<file path="src/rtl/spi_pkg.sv">
// Types and constants shared by the SPI master and the slave-side receiver.
package spi_pkg;

  localparam int unsigned SPI_WORD_W = 32;

  typedef enum logic [2:0] {
    IDLE,
    SETUP,
    HIGH,
    LOW,
    LAST
  } spi_state_t;

endpackage

</file>
<file path="src/rtl/spi_sck_gen.sv">
// sck phase timer: pulses phase_end_c once every CLK_DIV clk cycles while run is high.
module spi_sck_gen #(
  parameter int unsigned CLK_DIV = 4
) (
  input  logic clk,
  input  logic reset,
  input  logic run,
  output logic phase_end_c
);

  localparam int unsigned CW = $clog2(CLK_DIV + 1);

  logic [CW-1:0] cnt;

  assign phase_end_c = run && (cnt == CW'(CLK_DIV - 1));

  // Restarts on every phase boundary so each FSM state lasts exactly CLK_DIV cycles.
  always_ff @(posedge clk or posedge reset) begin
    if (reset) begin
      cnt <= '0;
    end else if (!run || phase_end_c) begin
      cnt <= '0;
    end else begin
      cnt <= cnt + CW'(1);
    end
  end

endmodule

</file>
<file path="src/rtl/spi_master_tx.sv">
// SPI mode-0 master, MSB first, count-delimited frames; sck = clk / (2*CLK_DIV).
// Define SPI_MASTER_CS_EN to add an active-low chip-select output.
module spi_master_tx
  import spi_pkg::*;
#(
  parameter int unsigned WIDTH   = SPI_WORD_W,
  parameter int unsigned CLK_DIV = 4
) (
  input  logic             clk,
  input  logic             reset,
  input  logic             start,
  input  logic [WIDTH-1:0] d,
  output logic             busy,
  output logic             done,
  output logic [WIDTH-1:0] q,
  output logic             sck,
  output logic             sdo,
`ifdef SPI_MASTER_CS_EN
  output logic             cs_n,
`endif
  input  logic             sdi
);

  localparam int unsigned BW = $clog2(WIDTH + 1);

  spi_state_t       state, state_d;
  logic [WIDTH-2:0] shreg, shreg_d;   // bits still waiting to go out on sdo
  logic [WIDTH-1:0] rxreg, rxreg_d;
  logic [WIDTH-1:0] q_d;
  logic [BW-1:0]    bitcnt, bitcnt_d;
  logic             sck_d, sdo_d, busy_d, done_d;
  logic             phase_end_c;
`ifdef SPI_MASTER_CS_EN
  logic             cs_n_d;
`endif

  spi_sck_gen #(
    .CLK_DIV(CLK_DIV)
  ) u_sck_gen (
    .clk        (clk),
    .reset      (reset),
    .run        (state != IDLE),
    .phase_end_c(phase_end_c)
  );

  always_ff @(posedge clk or posedge reset) begin
    if (reset) begin
      state  <= IDLE;
      shreg  <= '0;
      rxreg  <= '0;
      q      <= '0;
      bitcnt <= '0;
      sck    <= 1'b0;
      sdo    <= 1'b0;
      busy   <= 1'b0;
      done   <= 1'b0;
`ifdef SPI_MASTER_CS_EN
      cs_n   <= 1'b1;
`endif
    end else begin
      state  <= state_d;
      shreg  <= shreg_d;
      rxreg  <= rxreg_d;
      q      <= q_d;
      bitcnt <= bitcnt_d;
      sck    <= sck_d;
      sdo    <= sdo_d;
      busy   <= busy_d;
      done   <= done_d;
`ifdef SPI_MASTER_CS_EN
      cs_n   <= cs_n_d;
`endif
    end
  end

  always_comb begin
    state_d  = state;
    shreg_d  = shreg;
    rxreg_d  = rxreg;
    q_d      = q;
    bitcnt_d = bitcnt;
    sck_d    = sck;
    sdo_d    = sdo;
    busy_d   = busy;
    done_d   = 1'b0;
`ifdef SPI_MASTER_CS_EN
    cs_n_d   = cs_n;
`endif

    unique case (state)
      IDLE: begin
        if (start) begin
          state_d  = SETUP;
          sdo_d    = d[WIDTH-1];
          shreg_d  = d[WIDTH-2:0];
          bitcnt_d = '0;
          busy_d   = 1'b1;
`ifdef SPI_MASTER_CS_EN
          cs_n_d   = 1'b0;
`endif
        end
      end
      SETUP, LOW: begin
        if (phase_end_c) begin
          state_d = HIGH;
          sck_d   = 1'b1;
        end
      end
      HIGH: begin
        // Capture at the end of the high phase, then present the next bit with the falling edge.
        if (phase_end_c) begin
          sck_d    = 1'b0;
          rxreg_d  = {rxreg[WIDTH-2:0], sdi};
          bitcnt_d = bitcnt + BW'(1);
          if (bitcnt == BW'(WIDTH - 1)) begin
            state_d = LAST;
          end else begin
            state_d = LOW;
            sdo_d   = shreg[WIDTH-2];
            shreg_d = shreg << 1;
          end
        end
      end
      LAST: begin
        if (phase_end_c) begin
          state_d = IDLE;
          q_d     = rxreg;
          done_d  = 1'b1;
          busy_d  = 1'b0;
`ifdef SPI_MASTER_CS_EN
          cs_n_d  = 1'b1;
`endif
        end
      end
      default: state_d = IDLE;
    endcase
  end

endmodule

</file>
<file path="config.mk">
export PLATFORM = sky130hd
export DESIGN_NAME = spi_master_tx
export DESIGN_NICKNAME = d
export VERILOG_FILES = /design/src/rtl/spi_pkg.sv /design/src/rtl/spi_sck_gen.sv /design/src/rtl/spi_master_tx.sv
export SDC_FILE = /design/constraint.sdc
export NUM_CORES = 1
export LEC_CHECK = 0
export ABC_AREA = 1
export BUFFER_PORTS_ARGS = -buffer_cell sky130_fd_sc_hd__buf_2
export CAP_MARGIN = 15
export CORE_MARGIN = 3
export CORE_UTILIZATION = 50
export CTS_CLUSTER_DIAMETER = 40
export DETAILED_ROUTE_END_ITERATION = 10
export PLACE_DENSITY = 0.69
export SLEW_MARGIN = 15
export SYNTH_ARGS = -nofsm -noshare
export SYNTH_HDL_FRONTEND = slang
export SYNTH_SLANG_ARGS = --single-unit
export TNS_END_PERCENT = 100
</file>
<file path="constraint.sdc">
create_clock -name clk -period 3.85 [get_ports clk]
set_input_delay 0.1925 -clock clk [delete_from_list [all_inputs] [get_ports clk]]
set_output_delay 0.1925 -clock clk [all_outputs]
set_load 0.01 [all_outputs]
</file>
==> results.tsv <==
metric	value	unit
status	completed	
clk_pin_slew	0.10	ns
cts_tree	yes	
io_buffers	71	
clock_path_buffers	2	
antenna_left	0	
arrival	2.78	ns
ys_warn_count	0	
num_vias	3991	
synth_xor_area_frac	0	
p_leak	3.23	nW
wl_met2	4780	µm
worstPathMaxFanout	36	
grt_pass1_wl	17800	µm
mostFrequentLayoutCells	nand2_1 (347), dfrtp_1 (111), buf_2 (71)	
synth_mux_area_frac	0	
cp.required	4.12	ns
drt-met1-wl	4650	µm
syn_area_per_cell	8.00	µm²
ys_ff_latch	111	
postSynthCellCount	609	
layout_commonest_cell	nand2_1	
synthSimpleGateAreaFrac	0.330	
finalSetupViolations	0	
h-tree-depth	3	
antenna_found_initial	0	
worst_slew_pin_slew	0.979	ns
hpwl	6440	µm
dieArea	11000	µm²
power	3.25	mW
yosys.cell_types.count	21	
synth_compound_area_frac	0.0437	
n_antenna_cell	0	
grt_pass1_vias	3902	
ios	72	
start_util	0.520	
final_cell_count_no_fill	800	
endpoint_kind	flip-flop	
critPathLaunchType	flip-flop	
p_switching	1.30	mW
synth_fa_ha_area_frac	0.00771	
yosysTopAreaCellShare	0.570	
pwr-share-seq	0.471	
die_y	105	µm
routabilityCongestion	0.789	
drt_iter0_markers	190	
period_share	0.653	
peakVddDrop	0.000326	V
layout_setup_ws	1.33	ns
dp.cells	783	
area_growth	11.9	%
syn_nets	648	
relSlewSlack	0.347	
place_ws	1.32	ns
swShare	0.400	
slew_viol_final	0	
r2r_slack	1.33	ns
setup-tns-final	0	ns
overflow	0	
viasPerCell	4.99	
rsz0062_at_grt	no	
clk_latency	0.37	ns
wirelength	10000	µm
die_width	105	µm
nets	705	
yosys.area.top_type	dfrtp_1	
cts.sinks	111	
wl_met3	445	µm
powerDensity	595	nW/µm²
track_usage	0.193	
ys_seq_area_frac	0.570	
synth_top_family_by_area	simple AND/OR/NAND/NOR gates	
min_period	2.52	ns
firstDrtPassIters	4	
cts-root-buf	clkbuf_8	
num_rows	35	
cap_viol_max_count	0	
power_frac_comb	0.328	
wl_per_cell	12.6	µm
drc	0	
routed.top_layer	met4	
syn_area	4870	µm²
whs	0.0256	ns
drive_above_1_share	0.151	
fmax	398	MHz
finalHoldViolations	0	
cts_buffers	9	
grt_max_degree	43	
internal_power	1.95	mW
finClkSkew	0.0146	ns
clockPowerShare	0.201	
path_class	reg2reg	
hold_path.class	in2reg	
coreArea	9370	µm²
synthTopCellsByArea	dfrtp_1 (57%), nand2_1 (27%), o21ai_0 (4.0%), nand3_1 (3.9%), buf_2 (1.8%)	
==> sequential cells by signal, summed over array words and instances (netlist names) <==
register,flops
q,32
rxreg,32
shreg,31
bitcnt,6
state,3
u_sck_gen.cnt,3
busy,1
done,1
sck,1
sdo,1
==> cell type report <==
type                       instances  area (µm²)
timing repair buffer              78         410
clock buffer                      10         128
fill                             902        3920
tap                              129         161
inverter                          15        61.3
multi-input combinational        451        1860
sequential                       111        2780
clock inverter                     6        56.3
==> power groups by stage <==
stage                     Combinational (mW)  Sequential (mW)  Clock [mW]
after global placement                  1.04             1.54           0
after CTS                               1.08             1.52       0.677
after global routing                    1.25             1.55       0.716
final                                   1.06             1.53       0.653
after detailed placement                1.08             1.54           0
after floorplan                        0.945             1.52           0
==> metal layers <==
| metal | vias to the layer above | GRT usage |
|---|---|---|
| li1 | 1997 | - |
| met1 | 1898 | 0.250 |
| met2 | 79 | 0.325 |
| met3 | 17 | 0.0401 |
| met4 | 0 | 0.0656 |
| met5 | - | 0 |
==> synthesized netlist by cell type <==
cell type and n:
nand4_1 2, nand3_1 38, ha_1 3, inv_2 1, inv_1 13, o21bai_1 1
nand2_2 2, clkbuf_1 8, nand2_4 2, o21ai_0 39, nor2_4 1, nand2_1 347
buf_4 3, buf_6 3, dfrtp_1 111, buf_2 18, nor2_1 12, nor2_2 1
nor3_1 1, a21oi_1 2, inv_4 1
==> critical path, cell delays in order, from the launching register on <==
cell,delay [ns]
dfrtp_1,0.45
nor2_4,0.17
nand2_2,0.38
inv_4,0.45
nand2_2,0.13
nand2_4,0.29
nand2_4,0.29
nand2_1,0.15
nand2_1,0.05
==> cells by family (layout without fill, tap and decap cells) <==
kind of cell | Yosys count | in the layout
flops | 111 | 111
simple gates | 406 | 406
buf+inv | 47 | 109
fa+ha+maj | 3 | 3
compound gates | 42 | 42
==> per-stage QoR <==
step	area, µm²	utilization
detailed placement	5260	0.561
finish	5450	0.582
floorplan	4870	-
global route	5450	0.582
global placement	5260	0.561
CTS	5450	0.582
==> worst paths after layout <==
check	start	end	cells after the start
hold / removal	sdi	rxreg[0]	3
hold reg to reg	u_sck_gen.cnt[0]	u_sck_gen.cnt[0]	1
min in group asynchronous	reset	q[3]	3
setup / recovery	state[0]	shreg[20]	8
setup reg to reg	state[0]	shreg[20]	8
max in group asynchronous	reset	rxreg[31]	4
==> repair_timing <==
action | CTS | global route
endpoints found under the hold margin | 37 | 0
buffers inserted | 0 | 0
hold buffers | 1 | 0
gates resized for setup | 0 | 0
No activity file was read; power rests on OpenSTA's default activity.
